`src/rtl/bus_route_arbiter.sv`:
```
// bus_route_arbiter: round-robin bus-switch route arbiter with endpoint reservation; BUS_ROUTE_ARBITER_MALFORMED_DROP_EN enables dropping malformed routes
module bus_route_arbiter #(
    parameter int N = 4,
    parameter int R = 4
) (
    input  logic             clk,
    input  logic             rst,
    input  logic [R*2*N-1:0] req,
    input  logic [R-1:0]     req_isReady,
    output logic [R-1:0]     req_canReceive,
    output logic [2*N-1:0]   cmd,
    output logic             cmd_isReady,
    input  logic             cmd_canReceive,
    input  logic [N-1:0]     src_isLast,
    output logic [N-1:0]     busy,
    output logic             err
);
    localparam int PW = R > 1 ? $clog2(R) : 1;
    localparam int SW = N > 1 ? $clog2(N) : 1;
    logic [PW-1:0] ptr, gnt_idx;
    logic [R-1:0]  elig, bad;
    logic          found, free, drop, issue;
    logic [N-1:0]  src_f [R];
    logic [N-1:0]  dst_f [R];
    logic [N-1:0]  route_tbl [N];
    logic [N-1:0]  rel_mask, gnt_src, gnt_mask;
    logic [SW-1:0] gnt_slot;
`ifdef BUS_ROUTE_ARBITER_MALFORMED_DROP_EN
    localparam bit DROP_EN = 1'b1;
    assign drop = found && bad[gnt_idx];
    always_ff @(posedge clk) err <= rst ? 1'b0 : err | (free && drop);
`else
    localparam bit DROP_EN = 1'b0;
    assign drop = 1'b0;
    assign err = 1'b0;
`endif
    for (genvar i = 0; i < R; i++) begin : g_req
        assign src_f[i] = req[i*2*N +: N];
        assign dst_f[i] = req[i*2*N+N +: N];
        assign bad[i]   = !$onehot(src_f[i]) || dst_f[i] == '0;
        assign elig[i]  = req_isReady[i] && (bad[i] ? DROP_EN : ((src_f[i] | dst_f[i]) & busy) == '0);
    end
    always_comb begin
        found = 1'b0;
        gnt_idx = '0;
        for (int k = 0; k < R; k++) begin
            if (!found && elig[(int'(ptr) + k) % R]) begin
                found = 1'b1;
                gnt_idx = PW'((int'(ptr) + k) % R);
            end
        end
    end
    assign free = !cmd_isReady || cmd_canReceive;
    assign issue = free && found && !drop;
    assign req_canReceive = (!rst && free && found) ? R'(1) << gnt_idx : '0;
    assign gnt_src = src_f[gnt_idx];
    assign gnt_mask = src_f[gnt_idx] | dst_f[gnt_idx];
    // a route is remembered under the lowest set bit of its source mask
    always_comb begin
        gnt_slot = '0;
        for (int s = N - 1; s >= 0; s--)
            if (gnt_src[s]) gnt_slot = SW'(s);
    end
    always_comb begin
        rel_mask = '0;
        for (int s = 0; s < N; s++)
            if (src_isLast[s] && busy[s]) rel_mask = rel_mask | route_tbl[s];
    end
    always_ff @(posedge clk) begin
        if (rst) begin
            ptr <= '0;
            cmd <= '0;
            cmd_isReady <= 1'b0;
            busy <= '0;
            for (int s = 0; s < N; s++) route_tbl[s] <= '0;
        end else begin
            if (free) cmd_isReady <= issue;
            if (issue) cmd <= {dst_f[gnt_idx], src_f[gnt_idx]};
            if (free && found) ptr <= gnt_idx == PW'(R - 1) ? '0 : gnt_idx + PW'(1);
            busy <= (busy & ~rel_mask) | (issue ? gnt_mask : '0);
            for (int s = 0; s < N; s++)
                route_tbl[s] <= (issue && gnt_slot == SW'(s)) ? gnt_mask :
                                (src_isLast[s] && busy[s]) ? '0 : route_tbl[s];
        end
    end
endmodule

```
`config.mk`:
```
export PLATFORM = sky130hd
export DESIGN_NAME = bus_route_arbiter
export DESIGN_NICKNAME = d
export VERILOG_FILES = /design/src/rtl/bus_route_arbiter.sv
export SDC_FILE = /design/constraint.sdc
export NUM_CORES = 1
export LEC_CHECK = 0
export BUFFER_PORTS_ARGS = -buffer_cell sky130_fd_sc_hd__clkbuf_2
export CORE_UTILIZATION = 53
export CTS_CLUSTER_SIZE = 20
export DETAILED_ROUTE_END_ITERATION = 7
export HOLD_SLACK_MARGIN = 0.02
export PLACE_DENSITY = 0.8
export SLEW_MARGIN = 20
export SYNTH_ARGS = -nofsm -noshare
export SYNTH_HDL_FRONTEND = slang
export SYNTH_SLANG_ARGS = --single-unit
```
`constraint.sdc`:
```
create_clock -name clk -period 4.29 [get_ports clk]
set_input_delay 0.2145 -clock clk [delete_from_list [all_inputs] [get_ports clk]]
set_output_delay 0.2145 -clock clk [all_outputs]
set_load 0.01 [all_outputs]
```
# Word-level counts from Yosys, hierarchy flattened
# Memories as Yosys holds them, arrays and structs flattened.
# Cells that the tools add are included.
# totals
mem_count,1
in_bits,43
out_inout_bits,18
register_bits,15
ramBits,16
# op_classes
n_shift,1
bitwise,23
eq_ne,8
addsub,16
magnitude_cmp,5
reduce_logical,44
mux,55
# memory_table
name,depth,word_bits,read_ports,rd_ports_with_merged_regs,write_ports,line_no,text
route_tbl,4,4,4,0,4,25,logic [N-1:0] route_tbl [N];
# ops
op,count
2-to-1 mux 4 bit,22
bitwise OR 4 bit,9
zero test 4 bit,8
bitwise AND 4 bit,5
logical AND 1 bit,18
2-to-1 mux 1 bit,18
2-to-1 mux 2 bit,9
adder 1 x 1 -> 2 bit,8
binary-select mux 4 bit (select 2 bit),2
adder 2 x 2 -> 3 bit,4
== test 3 x 1 -> 1 bit (second input constant),4
< comparator 3 x 4 -> 1 bit (second input constant),3
zero test 1 bit,9
binary-select mux 1 bit (select 2 bit),4
== test 2 bit (second input constant),3
OR reduction 2 bit,3
logical OR 1 bit,5
adder 2 x 1 -> 2 bit (second input constant),2
adder 2 bit (second input constant),2
NOT 4 bit,1
bitwise OR 1 bit,4
left shift 1 x 2 -> 4 bit (first input constant),1
bitwise AND 1 bit (first input constant),3
>= comparator 3 bit (second input constant),1
4 further kinds,4

# Logic depth before layout (Yosys ltp)
# Gate-level depths: netlist of run 1.
# depth
word_depth,31
depth_mapped,17
mapped_depth_nobuf,15

# Worst setup path before layout of run 1
# Ideal clock, no wire load.
# synth_path
path_type,input to register
start,input port req[24]
end,"memory route_tbl[2][3], in the netlist route_tbl[0][11]"
path_slack_ps,975
required_time_ps,4225
arrival_ps,3250
setup_ps,65
n_path_buf,1
stages,16
path_cell_list,inv_1 > fa_1 > inv_1 > ha_1 > ha_1 > nor2_1 > nand4_1 > or3_1 > inv_1 > o211ai_2 > buf_6 > mux2i_1 > mux2_2 > nor4b_4 > mux2_1 > nor2_1
# synth_lines
element,line_no,text
start: declaration,8,"input logic [R*2*N-1:0] req,"
end: declaration,25,

==> impl_metrics.env, run 1 <==
export IMPL_synth_top_cells_by_area="dfxtp_1 (27%), mux2i_1 (6.9%), ha_1 (6.4%)"
export IMPL_vias=2266
export IMPL_clk_latency_ps=280
export IMPL_antenna_found_initial=0
export IMPL_yosys_area_top_type_share_pct=26.7
export IMPL_crit_family="adder cells"
export IMPL_cp_common_cell="nor2_1"
export IMPL_antenna_cells=0
export IMPL_cts_hold_buffers=0
export IMPL_cts_buffer_depth=2
export IMPL_via_per_inst=5.87
export IMPL_track_usage_pct=27.5
export IMPL_fin_crit_ps=3730
export IMPL_yosysTopAreaCell="dfxtp_1"
export IMPL_numPortBuffers=59
export IMPL_cts_tree="yes"
export IMPL_synth_seq_area_share_pct=26.7
export IMPL_finalSetupViolations=0
export IMPL_place_gp_congestion=0.998
export IMPL_ir_worst_vdd_v=0.000369
export IMPL_synth_cell_type_count=47
export IMPL_powerDensity_mw_per_mm2=465
export IMPL_leakage_uw=0.00136
export IMPL_drive_gt1_share_pct=27.4
export IMPL_die_h_um=68.3
export IMPL_hpwl_mm=4.71
export IMPL_ys_seq_elements=31
export IMPL_area_growth_synth_to_final_pct=16.5
export IMPL_path_buf_inv=3
export IMPL_routedWlPerCell_um=15.5
export IMPL_rsz0062_at_grt="no"
export IMPL_io_pins=61
export IMPL_syn_area_per_cell_um2=8.41
export IMPL_cp_end_kind="flop"
export IMPL_clockRootBuffer="clkbuf_8"
export IMPL_numCtsBuffers=5
export IMPL_drt_iter0_drc=231
export IMPL_clkTransAtPathRegs_ps=60
export IMPL_synth_edf_count=0
export IMPL_async_reset_ff_share_pct=0
export IMPL_post_cts_buffers=0
export IMPL_synthCells=277
export IMPL_fin_cells=386
export IMPL_worst_path_max_delay_cell="o211ai_2"
export IMPL_drc_errors=0
export IMPL_relSlewSlack_pct=44.6
export IMPL_startpoint_type="primary input"
export IMPL_final_hold_violation_count=0
export IMPL_cts_resized=0
export IMPL_synth_nets=336
export IMPL_finalCritPeriodShare_pct=86.9
export IMPL_dpl_cell_count=378
export IMPL_fin_util_pct=65.9
export IMPL_cpPeakStageDelay_ps=660
export IMPL_slew_viol_final=0
export IMPL_grt_pass1_vias=1998
export IMPL_placementRows=23
export IMPL_arrival_ps=3940
export IMPL_dieArea_mm2=0.00466
export IMPL_clkSinkCount=31
export IMPL_syn_area_mm2=0.00233
export IMPL_start_util_pct=56.6
export IMPL_layout_nets=394
export IMPL_cp_required_ps=4510
export IMPL_skew_ps=6.30
export IMPL_htreeDepth=2
export IMPL_die_x_um=68.3
export IMPL_status="complete, no violations"
export IMPL_grt_max_degree=32
export IMPL_hold_class="in -> reg"
export IMPL_grt_pass1_wl_mm=9.50
export IMPL_tns_ps=0
export IMPL_fmax_ghz=0.268
export IMPL_ant_nets=0
export IMPL_worst_slew_pin_transition_ps=829
export IMPL_ys_warn_count=0
export IMPL_maxCapViolCount=0
export IMPL_synth_ff_type="dfxtp_1"
export IMPL_crit_chain="clkbuf_2, inv_1, fa_1, inv_1, ha_1, ha_1, nor2_1, nand4_1, nor2_1, a21oi_1, o211ai_2, mux2i_4, nor4b_4, mux2_1, nor2_1"
export IMPL_drt_total_wl_mm=5.98
export IMPL_critPathMaxFanout=13
export IMPL_gr_total_overflow=0
export IMPL_crit_type="in -> reg"
export IMPL_dr_pass1_iters=4
export IMPL_coreArea_mm2=0.00412
[Yosys cell counts (all sizes together), types with 3 or more instances]
library cell  number
nor2              39
dfxtp             31
inv               25
nand2             22
mux2i             21
a21oi             18
o21ai             18
ha                12
mux2              11
and2              10
buf                9
nand4              6
nor3               5
o211ai             5
a2bb2oi            4
a32oi              4
a41o               4
fa                 4
nor4               4
a31oi              3
clkbuf             3
or3                3
[power by group]
group | internal [µW] | leakage [µW] | total, µW | switching [µW]
registers | 350 | 0.000252 | 423 | 72.3
clock network | 113 | 0.0000422 | 215 | 102
logic | 269 | 0.00107 | 624 | 355
[worst paths after layout]
kind	start	to	slack, ps	depth (start not counted)
worst max-delay path	req[0]	route_tbl[0][11]	560	15
worst min-delay path	cmd_canReceive	cmd_isReady	250	3
worst max register to register	busy[1]	route_tbl[0][11]	1150	9
worst min register to register	route_tbl[0][13]	route_tbl[0][13]	490	2
[per-layer routing]
| layer | vias to the layer above | share of wire [%] | GRT usage (%) |
|---|---|---|---|
| met1 | 1065 | 47 | 37.0 |
| met5 | - | 0 | 0 |
| li1 | 1098 | - | - |
| met3 | 11 | 6.5 | 6.33 |
| met4 | 0 | 1.5 | 6.25 |
| met2 | 92 | 45 | 44.1 |
[sequential cells by signal (all words and copies together), names as in the netlist]
name / count
cmd_isReady: 1
cmd: 8
route_tbl: 16
busy: 4
ptr: 2
[layout make-up]
| type | instances | area, µm² |
|---|---|---|
| multi-input cells | 209 | 1530 |
| inverters | 25 | 93.8 |
| well taps | 50 | 62.6 |
| fillers | 359 | 1400 |
| clock buffers | 7 | 76.3 |
| repair buffers | 63 | 325 |
| flip-flops and latches | 31 | 621 |
| clock inverters | 1 | 5.00 |
[per-stage QoR]
step                      hold WS, ps  instance area (µm²)  power, µW  worst slack [ps]
after floorplan                   422                 2330        877               975
after global placement            473                 2630       1030               456
after detailed placement          480                 2630       1040               334
after CTS                         251                 2710       1260               592
after global routing              283                 2710       1350               304
final                             250                 2710       1260               563
[logic make-up (layout without fill, tap and decap cells)]
family | Yosys count | count (layout) | share of synthesized area [%]
and+or+nand+nor | 100 | 100 | 22.6
other | 1 | 1 | 0.161
buffers and inverters | 37 | 96 | 7.68
adders and majority gates | 16 | 16 | 9.89
DFF | 31 | 31 | 26.7
AOI/OAI and AO/OA | 60 | 60 | 17.2
muxes | 32 | 32 | 15.9
[tightest hold or removal path, cell delays in order]
cell and delay, ps:
clkbuf_2 70, nand2b_1 120, a21oi_1 80
[cells in the final DEF, fill, tap and decap left out, types with 5 or more instances in the layout]
| master | n |
|---|---|
| mux2i_1 | 16 |
| inv_1 | 25 |
| dfxtp_1 | 31 |
| clkbuf_8 | 5 |
| nand4_1 | 5 |
| nor2_1 | 39 |
| clkbuf_2 | 59 |
| ha_1 | 12 |
| nand2_1 | 22 |
| mux2_2 | 6 |
| a21oi_1 | 18 |
| o21ai_0 | 15 |
| and2_1 | 10 |
(Power assumes the default switching activity.)
==> run 2: changes to the inputs <==
- clock period: 4.29 -> 4.1 ns (I/O delays scaled with it)
==> run 2 against run 1 <==
Clock skew shrank 4.3 ps. Critical endpoint unchanged. Sequential share of layout area shrank 0.063 points. Count of clock-buffer cells in the layout is the same. Clock power grew 5%. Wire length shrank 3.6%. Flip-flop and latch count is the same. Sequential power grew 4%. Cell count grew 0.26%. Largest power group unchanged. Die area is the same. Power grew 4.2%. Non-clock buffer count grew 1.
==> impl_metrics.env, run 2 (same netlist as run 1, synthesis figures left out) <==
export IMPL_status="complete, no violations"
export IMPL_drive_gt1_share_pct=27.6
export IMPL_pre_cts_slack_ps=205
export IMPL_cts_resized=0
export IMPL_largest_register_ffs=16
export IMPL_track_usage_pct=26.8
export IMPL_die_x_um=68.3
export IMPL_crit_type="in -> reg"
export IMPL_relSlewSlack_pct=43.6
export IMPL_crit_chain="clkbuf_2, inv_1, fa_1, inv_1, ha_1, ha_1, nor2_1, nand4_1, or3_1, inv_1, o211ai_2, mux2i_1, mux2_2, nor4b_4, mux2_1, nor2_1"
export IMPL_reg_top3="route_tbl (16), cmd (8), busy (4)"
export IMPL_vias=2228
export IMPL_final_hold_violation_count=0
export IMPL_ir_worst_vdd_v=0.000336
export IMPL_place_gp_congestion=1.01
export IMPL_placementRows=23
export IMPL_fmax_ghz=0.277
export IMPL_start_util_pct=56.6
export IMPL_antenna_found_initial=0
export IMPL_fin_crit_ps=3610
export IMPL_cts_tree="yes"
export IMPL_cp_end_kind="flop"
export IMPL_slew_viol_final=0
export IMPL_numCtsBuffers=5
export IMPL_crit_family="adder cells"
export IMPL_cts_buffer_depth=2
export IMPL_cp_common_cell="inv_1"
export IMPL_whs_ps=235
export IMPL_htreeDepth=2
export IMPL_grt_pass1_wl_mm=9.20
export IMPL_skew_ps=2.00
export IMPL_drt_total_wl_mm=5.76
export IMPL_area_growth_synth_to_final_pct=16.8
export IMPL_finalSetupViolations=0
export IMPL_clkSinkCount=31
export IMPL_layout_commonest_cell="clkbuf_2"
export IMPL_clk_latency_ps=280
export IMPL_rsz0062_at_grt="no"
export IMPL_cts_hold_buffers=0
export IMPL_top_register="route_tbl"
export IMPL_dieArea_mm2=0.00466
export IMPL_io_pins=61
export IMPL_grt_max_degree=32
export IMPL_startpoint_type="primary input"
export IMPL_grt_pass1_vias=2024
export IMPL_arrival_ps=3810
export IMPL_routedWlPerCell_um=14.9
export IMPL_fill_cells=360
export IMPL_final_cell_mix="clkbuf_2 (59), nor2_1 (39), dfxtp_1 (31)"
export IMPL_hold_class="in -> reg"
export IMPL_worst_slew_pin_transition_ps=844
export IMPL_leakage_uw=0.00137
export IMPL_critPathMaxFanout=13
export IMPL_hpwl_mm=4.55
export IMPL_gr_total_overflow=0
export IMPL_clkTransAtPathRegs_ps=60
export IMPL_ant_nets=0
export IMPL_finalCritPeriodShare_pct=88.0
export IMPL_drc_errors=0
export IMPL_post_cts_buffers=0
export IMPL_cpPeakStageDelay_ps=530
export IMPL_clockRootBuffer="clkbuf_8"
export IMPL_antenna_cells=0
export IMPL_numPortBuffers=59
export IMPL_drt_iter0_drc=177
export IMPL_worst_path_max_delay_cell="fa_1"
export IMPL_tns_ps=0
export IMPL_dr_pass1_iters=4
export IMPL_layout_nets=395
export IMPL_path_buf_inv=4
export IMPL_powerDensity_mw_per_mm2=483
export IMPL_coreArea_mm2=0.00412
export IMPL_die_h_um=68.3
export IMPL_maxCapViolCount=0
export IMPL_fin_ws_ps=494
export IMPL_cp_required_ps=4300
export IMPL_via_per_inst=5.76
-- run 2: cell count changes in the layout (fill, tap and decap cells not counted) --
cell   delta
buf_4     +1
-- run 2: power breakdown --
| part | switching (µW) | internal (µW) | leakage (µW) |
|---|---|---|---|
| sequential | 72.9 | 366 | 0.000252 |
| clock | 106 | 119 | 0.0000422 |
| combinational | 365 | 286 | 0.00107 |
| total | 544 | 771 | 0.00137 |
-- run 2: final timing paths --
check	from	end	slack, ps	depth (start not counted)
max	req[24]	route_tbl[0][11]	490	16
min	cmd_canReceive	cmd_isReady	240	3
max reg2reg	busy[2]	route_tbl[0][11]	800	10
min reg2reg	route_tbl[0][14]	route_tbl[0][14]	490	2
-- run 2: through the flow --
stage               power [µW]  utilization (%)  instances  area (µm²)
finish                    1320             66.1        387        2720
global route              1420             66.1        387        2720
CTS                       1320             66.1        387        2720
detailed placement        1090             64.1        379        2640
global placement          1080             64.1        379        2640
floorplan                  918                -        277        2330
-- run 2: routing by layer --
| metal | global-route usage [%] | wire (µm) |
|---|---|---|
| met5 | 0 | 0 |
| met4 | 8.07 | 119 |
| met3 | 9.17 | 490 |
| met2 | 42.4 | 2540 |
| met1 | 34.0 | 2620 |
-- run 2: tightest hold or removal path: cells and delay by family --
| family | cells | cell delay (ps) |
|---|---|---|
| compound gates | 1 | 70 |
| simple gates | 1 | 120 |
| buf+inv | 1 | 70 |
-- run 2: layout make-up --
class / instances / area (µm²) / share of cell area [%]
tap: 50 / 62.6 / 2.30
clock inverter: 1 / 5.00 / 0.184
clock buffer: 7 / 76.3 / 2.81
timing repair buffer: 64 / 333 / 12.2
inverter: 25 / 93.8 / 3.45
multi-input combinational: 209 / 1530 / 56.2
sequential: 31 / 621 / 22.8
==> run 3: changes to the inputs <==
- REMOVE_ABC_BUFFERS: not set -> 1
==> run 3 against run 2 <==
Register-to-register slack got worse by 80 ps. Final area fell by 0.18%. Combinational power decreased by 0.6%. Critical endpoint unchanged.
==> impl_metrics.env, run 3 (same netlist as run 1, synthesis figures left out) <==
export IMPL_powerDensity_mw_per_mm2=487
export IMPL_top_layer_used="met4"
export IMPL_post_cts_buffers=0
export IMPL_tns_ps=0
export IMPL_drive_gt1_share_pct=28.0
export IMPL_slew_viol_final=0
export IMPL_cpPeakStageDelay_ps=530
export IMPL_via_per_inst=5.72
export IMPL_track_usage_pct=27.4
export IMPL_drt_total_wl_mm=5.88
export IMPL_hold_class="in -> reg"
export IMPL_coreArea_mm2=0.00412
export IMPL_reg_top3="route_tbl (16), cmd (8), busy (4)"
export IMPL_status="complete, no violations"
export IMPL_start_util_pct=56.6
export IMPL_seq_area_um2=621
export IMPL_gr_total_overflow=0
export IMPL_fill_cells=338
export IMPL_power_uw=1320
export IMPL_drc_errors=0
export IMPL_worst_slew_pin_transition_ps=861
export IMPL_htreeDepth=2
export IMPL_fmax_ghz=0.271
export IMPL_dr_pass1_iters=5
export IMPL_crit_family="simple AND/OR/NAND/NOR gates"
export IMPL_vias=2206
export IMPL_critPathMaxFanout=14
export IMPL_clkTransAtPathRegs_ps=70
export IMPL_drt_met1_wl_mm=2.67
export IMPL_multi_input_area_mm2=0.00153
export IMPL_crit_type="in -> reg"
export IMPL_grt_max_degree=32
export IMPL_fin_crit_ps=3690
export IMPL_relSlewSlack_pct=42.4
export IMPL_worst_path_max_delay_cell="fa_1"
export IMPL_crit_chain="clkbuf_2, inv_1, fa_1, inv_1, ha_1, ha_1, nor2_1, nand4_1, nor3_2, o211ai_2, o211ai_2, mux2i_1, mux2i_4, nor4b_4, mux2_1, nor2_1"
export IMPL_ir_worst_vdd_v=0.000253
export IMPL_numPortBuffers=59
export IMPL_maxCapViolCount=0
export IMPL_area_growth_synth_to_final_pct=16.6
export IMPL_cp_required_ps=4320
export IMPL_largest_register_ffs=16
export IMPL_io_pins=61
export IMPL_grt_pass1_wl_mm=9.43
export IMPL_skew_ps=6.18
export IMPL_die_h_um=68.3
export IMPL_final_hold_violation_count=0
export IMPL_layout_commonest_cell="clkbuf_2"
export IMPL_startpoint_type="primary input"
export IMPL_placementRows=23
export IMPL_routedWlPerCell_um=15.2
export IMPL_clkSinkCount=31
export IMPL_whs_ps=211
export IMPL_path_buf_inv=3
export IMPL_clockRootBuffer="clkbuf_8"
export IMPL_numCtsBuffers=5
export IMPL_layout_nets=394
export IMPL_finalSetupViolations=0
export IMPL_die_x_um=68.3
export IMPL_top_register="route_tbl"
export IMPL_clk_latency_ps=290
export IMPL_cp_end_kind="flop"
export IMPL_cts_resized=0
export IMPL_cts_buffer_depth=2
export IMPL_arrival_ps=3910
export IMPL_rsz0062_at_grt="no"
export IMPL_cts_hold_buffers=0
export IMPL_routed_wl_met3_um=458
export IMPL_ant_nets=0
export IMPL_drt_iter0_drc=232
export IMPL_dieArea_mm2=0.00466
export IMPL_place_gp_congestion=0.931
export IMPL_cts_tree="yes"
export IMPL_antenna_found_initial=0
export IMPL_hpwl_mm=4.64
export IMPL_final_cell_mix="clkbuf_2 (59), nor2_1 (39), dfxtp_1 (31)"
export IMPL_finalCritPeriodShare_pct=90.1
export IMPL_antenna_cells=0
export IMPL_grt_pass1_vias=2007
export IMPL_wl_met2_mm=2.70
export IMPL_leakage_uw=0.00137
==> run 3: per-stage QoR <==
step / area, µm² / std cells / util [%] / worst slack (ps)
3_3_place_gp: 2630 / 378 / 63.9 / 209
4_1_cts: 2720 / 386 / 66.0 / 414
6_report: 2720 / 386 / 66.0 / 407
5_1_grt: 2720 / 386 / 66.0 / 113
2_1_floorplan: 2240 / 265 / - / 447
3_5_place_dp: 2630 / 378 / 63.9 / 117
==> run 3: power breakdown <==
group | switching, µW | leakage [µW] | total, µW | internal, µW
Clock | 118 | 0.0000477 | 234 | 116
Combinational | 368 | 0.00107 | 647 | 279
Sequential | 74.7 | 0.000252 | 441 | 366
==> run 3: final timing paths <==
kind	start	to	slack (ps)	cells past startpoint
hold / removal	cmd_canReceive	cmd_isReady	210	3
hold reg to reg	route_tbl[0][13]	route_tbl[0][13]	490	2
setup / recovery	req[8]	route_tbl[0][11]	410	16
setup reg to reg	busy[2]	route_tbl[0][11]	720	10
==> run 3: worst register-to-register path, cell delays in order, from the launching register on <==
cell and delay, ps:
dfxtp_1 600, o21ai_0 160, o41ai_1 90, or3_1 200, inv_1 80, o211ai_2 700, mux2i_1 300, mux2i_4 350
nor4b_4 390, mux2_1 360, nor2_1 90
==> run 3: area by class of cell <==
type                            count  share of cell area (%)
Inverter                           25                    3.46
Multi-Input combinational cell    209                    56.3
Clock buffer                        5                    2.53
Timing Repair Buffer               63                    12.0
Tap cell                           50                    2.30
Sequential cell                    31                    22.9
Clock inverter                      3                   0.553
==> run 3: layer usage <==
metal / vias to the layer above / track usage [%]
met2: 96 / 44.0
li1: 1091 / -
met5: - / 0
met4: 0 / 7.55
met3: 11 / 5.67
met1: 1008 / 36.8
